**src/rtl/lector_gray.sv**
```systemverilog
// Slide-switch Gray front end: two-flop resynchronizer, whole-word debounce,
// Gray-to-binary conversion, and registered change/jump flags.
module lector_gray #(
  parameter int unsigned DEBOUNCE_CYCLES = 1000000,
  parameter int unsigned WIDTH           = 4
) (
  input  logic             clk,
  input  logic             reset,
  input  logic [WIDTH-1:0] gray_in,
  output logic [WIDTH-1:0] gray_estable,
  output logic [WIDTH-1:0] bin,
  output logic             cambio,
  output logic             salto
);

  localparam int unsigned CntW = $clog2(DEBOUNCE_CYCLES);
  localparam logic [CntW-1:0] CntMax = CntW'(DEBOUNCE_CYCLES - 1);

  logic [WIDTH-1:0] sync1_q, sync2_q;
  logic [WIDTH-1:0] candidato_q, candidato_d;
  logic [WIDTH-1:0] estable_q, estable_d;
  logic [WIDTH-1:0] bin_q, bin_d;
  logic [CntW-1:0]  contador_q, contador_d;
  logic             cambio_q, cambio_d;
  logic             salto_q, salto_d;
  logic [WIDTH-1:0] diff;

  function automatic logic [WIDTH-1:0] g2b(input logic [WIDTH-1:0] g);
    logic [WIDTH-1:0] b;
    b = '0;
    b[WIDTH-1] = g[WIDTH-1];
    for (int i = int'(WIDTH) - 2; i >= 0; i--) begin
      b[i] = b[i+1] ^ g[i];
    end
    return b;
  endfunction

  assign diff = candidato_q ^ estable_q;

  always_comb begin
    candidato_d = candidato_q;
    estable_d   = estable_q;
    bin_d       = bin_q;
    contador_d  = contador_q;
    cambio_d    = 1'b0;
    salto_d     = salto_q;
    if (sync2_q != candidato_q) begin
      candidato_d = sync2_q;
      contador_d  = '0;
    end else if (candidato_q == estable_q) begin
      contador_d = '0;
    end else if (contador_q == CntMax) begin
      estable_d  = candidato_q;
      bin_d      = g2b(candidato_q);
      cambio_d   = 1'b1;
      // More than one bit set means a non-adjacent Gray step.
      salto_d    = (diff & (diff - WIDTH'(1))) != '0;
      contador_d = '0;
    end else begin
      contador_d = contador_q + CntW'(1);
    end
  end

  always_ff @(posedge clk or negedge reset) begin
    if (!reset) begin
      sync1_q     <= '0;
      sync2_q     <= '0;
      candidato_q <= '0;
      estable_q   <= '0;
      bin_q       <= '0;
      contador_q  <= '0;
      cambio_q    <= 1'b0;
      salto_q     <= 1'b0;
    end else begin
      sync1_q     <= gray_in;
      sync2_q     <= sync1_q;
      candidato_q <= candidato_d;
      estable_q   <= estable_d;
      bin_q       <= bin_d;
      contador_q  <= contador_d;
      cambio_q    <= cambio_d;
      salto_q     <= salto_d;
    end
  end

  assign gray_estable = estable_q;
  assign bin          = bin_q;
  assign cambio       = cambio_q;
  assign salto        = salto_q;

endmodule

```
**config.mk**
```make
export PLATFORM = sky130hd
export DESIGN_NAME = lector_gray
export DESIGN_NICKNAME = d
export VERILOG_FILES = /design/src/rtl/lector_gray.sv
export SDC_FILE = /design/constraint.sdc
export NUM_CORES = 1
export LEC_CHECK = 0
export CAP_MARGIN = 10
export CORE_ASPECT_RATIO = 1.2
export CORE_MARGIN = 2
export CORE_UTILIZATION = 38
export DETAILED_ROUTE_END_ITERATION = 16
export HOLD_SLACK_MARGIN = 0.03
export REMOVE_ABC_BUFFERS = 1
export SYNTH_ARGS = -nofsm -noshare
export SYNTH_HDL_FRONTEND = slang
export SYNTH_SLANG_ARGS = --single-unit
```
**constraint.sdc**
```tcl
create_clock -name clk -period 3.8 [get_ports clk]
set_input_delay 0.76 -clock clk [delete_from_list [all_inputs] [get_ports clk]]
set_output_delay 0.76 -clock clk [all_outputs]
set_load 0.05 [all_outputs]
```
==> flow_metrics.env <==
export IMPL_grt_max_degree=42
export IMPL_clock_sinks=41
export IMPL_num_vias=1256
export IMPL_drc=0
export IMPL_syn_to_final_growth_pct=14.03
export IMPL_cts_root_buf="clkbuf_8"
export IMPL_pre_cts_ws_ns=1.416
export IMPL_worstPathMaxFanout=10
export IMPL_hold_viol=0
export IMPL_cp_num_buf_inv=0
export IMPL_drive_gt1_share_pct=11.36
export IMPL_netlist_instances=163
export IMPL_syn_area_um2=1873
export IMPL_wl_met3_um=123
export IMPL_drv_cap=0
export IMPL_fin_util_pct=44.18
export IMPL_synth_edff_count=0
export IMPL_grt_antenna_before_repair=0
export IMPL_synth_top_area_share_pct=54.78
export IMPL_wl_met2_um=1777
export IMPL_drt_total_wl_um=3381
export IMPL_yosys_top_cells_area="dfrtp_1 55%, xnor2_1 5.6%, nor3_1 4.8%"
export IMPL_synth_distinct_cells=35
export IMPL_top_layer="met4"
export IMPL_grt_ovfl_total=0
export IMPL_path_depth=5
export IMPL_end_kind="flip-flop"
export IMPL_p_total_uw=750.3
export IMPL_slew_headroom_pct=40.41
export IMPL_avgSynthCellArea_um2=11.49
export IMPL_start_kind="flip-flop"
export IMPL_crit_required_ns=3.98
export IMPL_pwr_density_cell_nw_per_um2=351.3
export IMPL_period_share_pct=62.18
export IMPL_die_y_um=80.91
export IMPL_n_fill_cell=458
export IMPL_hpwl_um=2376
export IMPL_clock_fmax_mhz=423.2
export IMPL_crit_chain="ha_1 > nand4_1 > nor2_1 > o2111a_1 > mux2_2"
export IMPL_nets=182
export IMPL_grt_first_pass_wirelength_um=5885
export IMPL_post_synth_top_count_cell="dfrtp_1"
export IMPL_setup_viol=0
export IMPL_cp_slowest_cell="o2111a_1"
export IMPL_coreArea_um2=4835
export IMPL_track_usage_pct=14.44
export IMPL_cts_max_level=2
export IMPL_initial_utilization_pct=38.74
export IMPL_synth_common_cells="41 x dfrtp_1, 18 x nor3_1, 12 x xnor2_1"
export IMPL_async_flop_share_pct=100.0
export IMPL_worst_pin_slew_ns=0.8938
export IMPL_diodes=0
export IMPL_cts_buffers=5
export IMPL_fin_setup_tns_ns=0
export IMPL_hold_path_depth=0
export IMPL_cp_slowest_stage_delay_ns=0.50
export IMPL_cp_arrival_ns=2.54
export IMPL_cts_tree="done"
export IMPL_routedWlPerCell_um=14.33
export IMPL_hold_path_class="reg -> reg"
export IMPL_yosysWarnings=0
export IMPL_met1_length_um=1447
export IMPL_ys_ff_latch=41
export IMPL_run_status="finished clean"
export IMPL_drtPass1Iterations=4
export IMPL_clockBufferDepth=2
export IMPL_io_pins=16
export IMPL_ir_worst_vdd_v=0.0001919
export IMPL_path_delay_family="simple AND/OR/NAND/NOR gates"
export IMPL_clk_transition_reported_paths_ns=0.08
export IMPL_dieArea_um2=5509
export IMPL_worst_setup_path_type="reg -> reg"
export IMPL_drt_vias_per_instance=5.322
export IMPL_synth_ff_type="dfrtp_1"
export IMPL_p_leak_uw=0.0008277
export IMPL_die_x_um=68.09
export IMPL_yosysTopAreaCell="dfrtp_1"
export IMPL_r2r_cells=5
export IMPL_place_congestion=0.8389
export IMPL_ant_nets=0
export IMPL_hold_buffers=0
export IMPL_io_buffers=15
export IMPL_cts_setup_buffers=0
export IMPL_skew_ns=0.003489
export IMPL_clkLatencyLatePin_ns=0.29
export IMPL_cts_repair_resized=0
export IMPL_drv_slew=0
export IMPL_rsz0062_at_grt="no"
export IMPL_fp_row_count=28
export IMPL_min_period_ns=2.363
export IMPL_seq_area_frac_synth_pct=54.78
export IMPL_stdcell_count=236
export IMPL_drt_initial_drc_count=65
export IMPL_timing_final_ws_setup_ns=1.437
export IMPL_dp_cells=228
export IMPL_grt_pass1_vias=1282
## worst reg2reg max path: cells and delay by family (launching register included)
kind	cells	cell delay [ns]
AOI/OAI and AO/OA	1	0.50
adders and majority gates	1	0.22
DFF	1	0.39
muxes	1	0.39
and+or+nand+nor	2	0.74
## per-layer routing
layer  global-route usage [%]  up-vias
met3                    4.571        3
li1                         -      606
met5                        0        -
met2                    23.79       21
met4                    5.600        0
met1                    17.38      626
## cell families after synthesis
family	after synthesis	synth area share, %
and+or+nand+nor	54	17.17
DFF	41	54.78
xor gates and xnor gates	22	10.29
buffers and inverters	19	4.342
AOI/OAI and AO/OA	17	7.548
muxes	8	4.676
adders and majority gates	2	1.202
## power breakdown
group	switching, µW	leakage (µW)	internal, µW	total [µW]
sequential	5.92	0.000545	443	449
combinational	18.2	0.000239	12.3	30.5
clock	144	0.0000439	127	271
## registers in the layout, indices dropped and copies added (netlist names)
register,count
cambio,1
gray_estable,4
candidato_q,4
sync2_q,4
contador_q,20
bin,3
sync1_q,4
salto,1
## per-stage QoR
stage	hold WS, ns	area, µm²
2_1_floorplan	0.3312	1822
3_3_place_gp	0.3316	2049
3_5_place_dp	0.3388	2049
4_1_cts	0.3575	2136
5_1_grt	0.3617	2136
6_report	0.3532	2136
## layout make-up
type	instances	area [µm²]	area share, %
clock buffers	5	68.82	3.222
clock inverters	3	17.52	0.8202
inverters	8	30.03	1.406
multi-input cells	103	765.7	35.85
flip-flops and latches	41	1026	48.04
well taps	60	75.07	3.515
repair buffers	16	152.6	7.147
## worst paths after layout
path	start	end	slack, ns
max	contador_q[0]$_DFF_PN0_	gray_estable[0]$_DFFE_PN0P_	1.44
min	sync1_q[2]$_DFF_PN0_	sync2_q[2]$_DFF_PN0_	0.35
max reg2reg	contador_q[0]$_DFF_PN0_	gray_estable[0]$_DFFE_PN0P_	1.44
min reg2reg	sync1_q[2]$_DFF_PN0_	sync2_q[2]$_DFF_PN0_	0.35
max in group asynchronous	reset	sync1_q[2]$_DFF_PN0_	2.65
min in group asynchronous	reset	contador_q[16]$_DFF_PN0_	0.60
## placed cells by master, fill, tap and decap left out
cell type	count
a211oi_2	2
mux2_1	1
or4_1	6
nand3b_1	1
or4b_1	1
nand2_1	5
and2_1	2
a211oi_1	4
nand4_1	2
dfrtp_1	41
o21ai_0	2
clkinv_2	2
or3_2	1
nor3_1	18
nor4_1	4
o2111a_1	1
mux2i_1	2
clkdlybuf4s50_1	14
nand3_2	1
nand3_1	6
clkbuf_8	5
o41a_1	2
or2_0	1
buf_2	1
maj3_1	1
or3_1	1
nand4_4	1
nor3b_1	1
a21o_1	1
inv_1	8
xor2_1	10
buf_4	1
xnor2_1	12
nor2_1	3
mux2_2	5
ha_1	1
clkinvlp_4	1
o21ai_1	1
o31ai_1	4
Power figures use the tool's default switching activity.
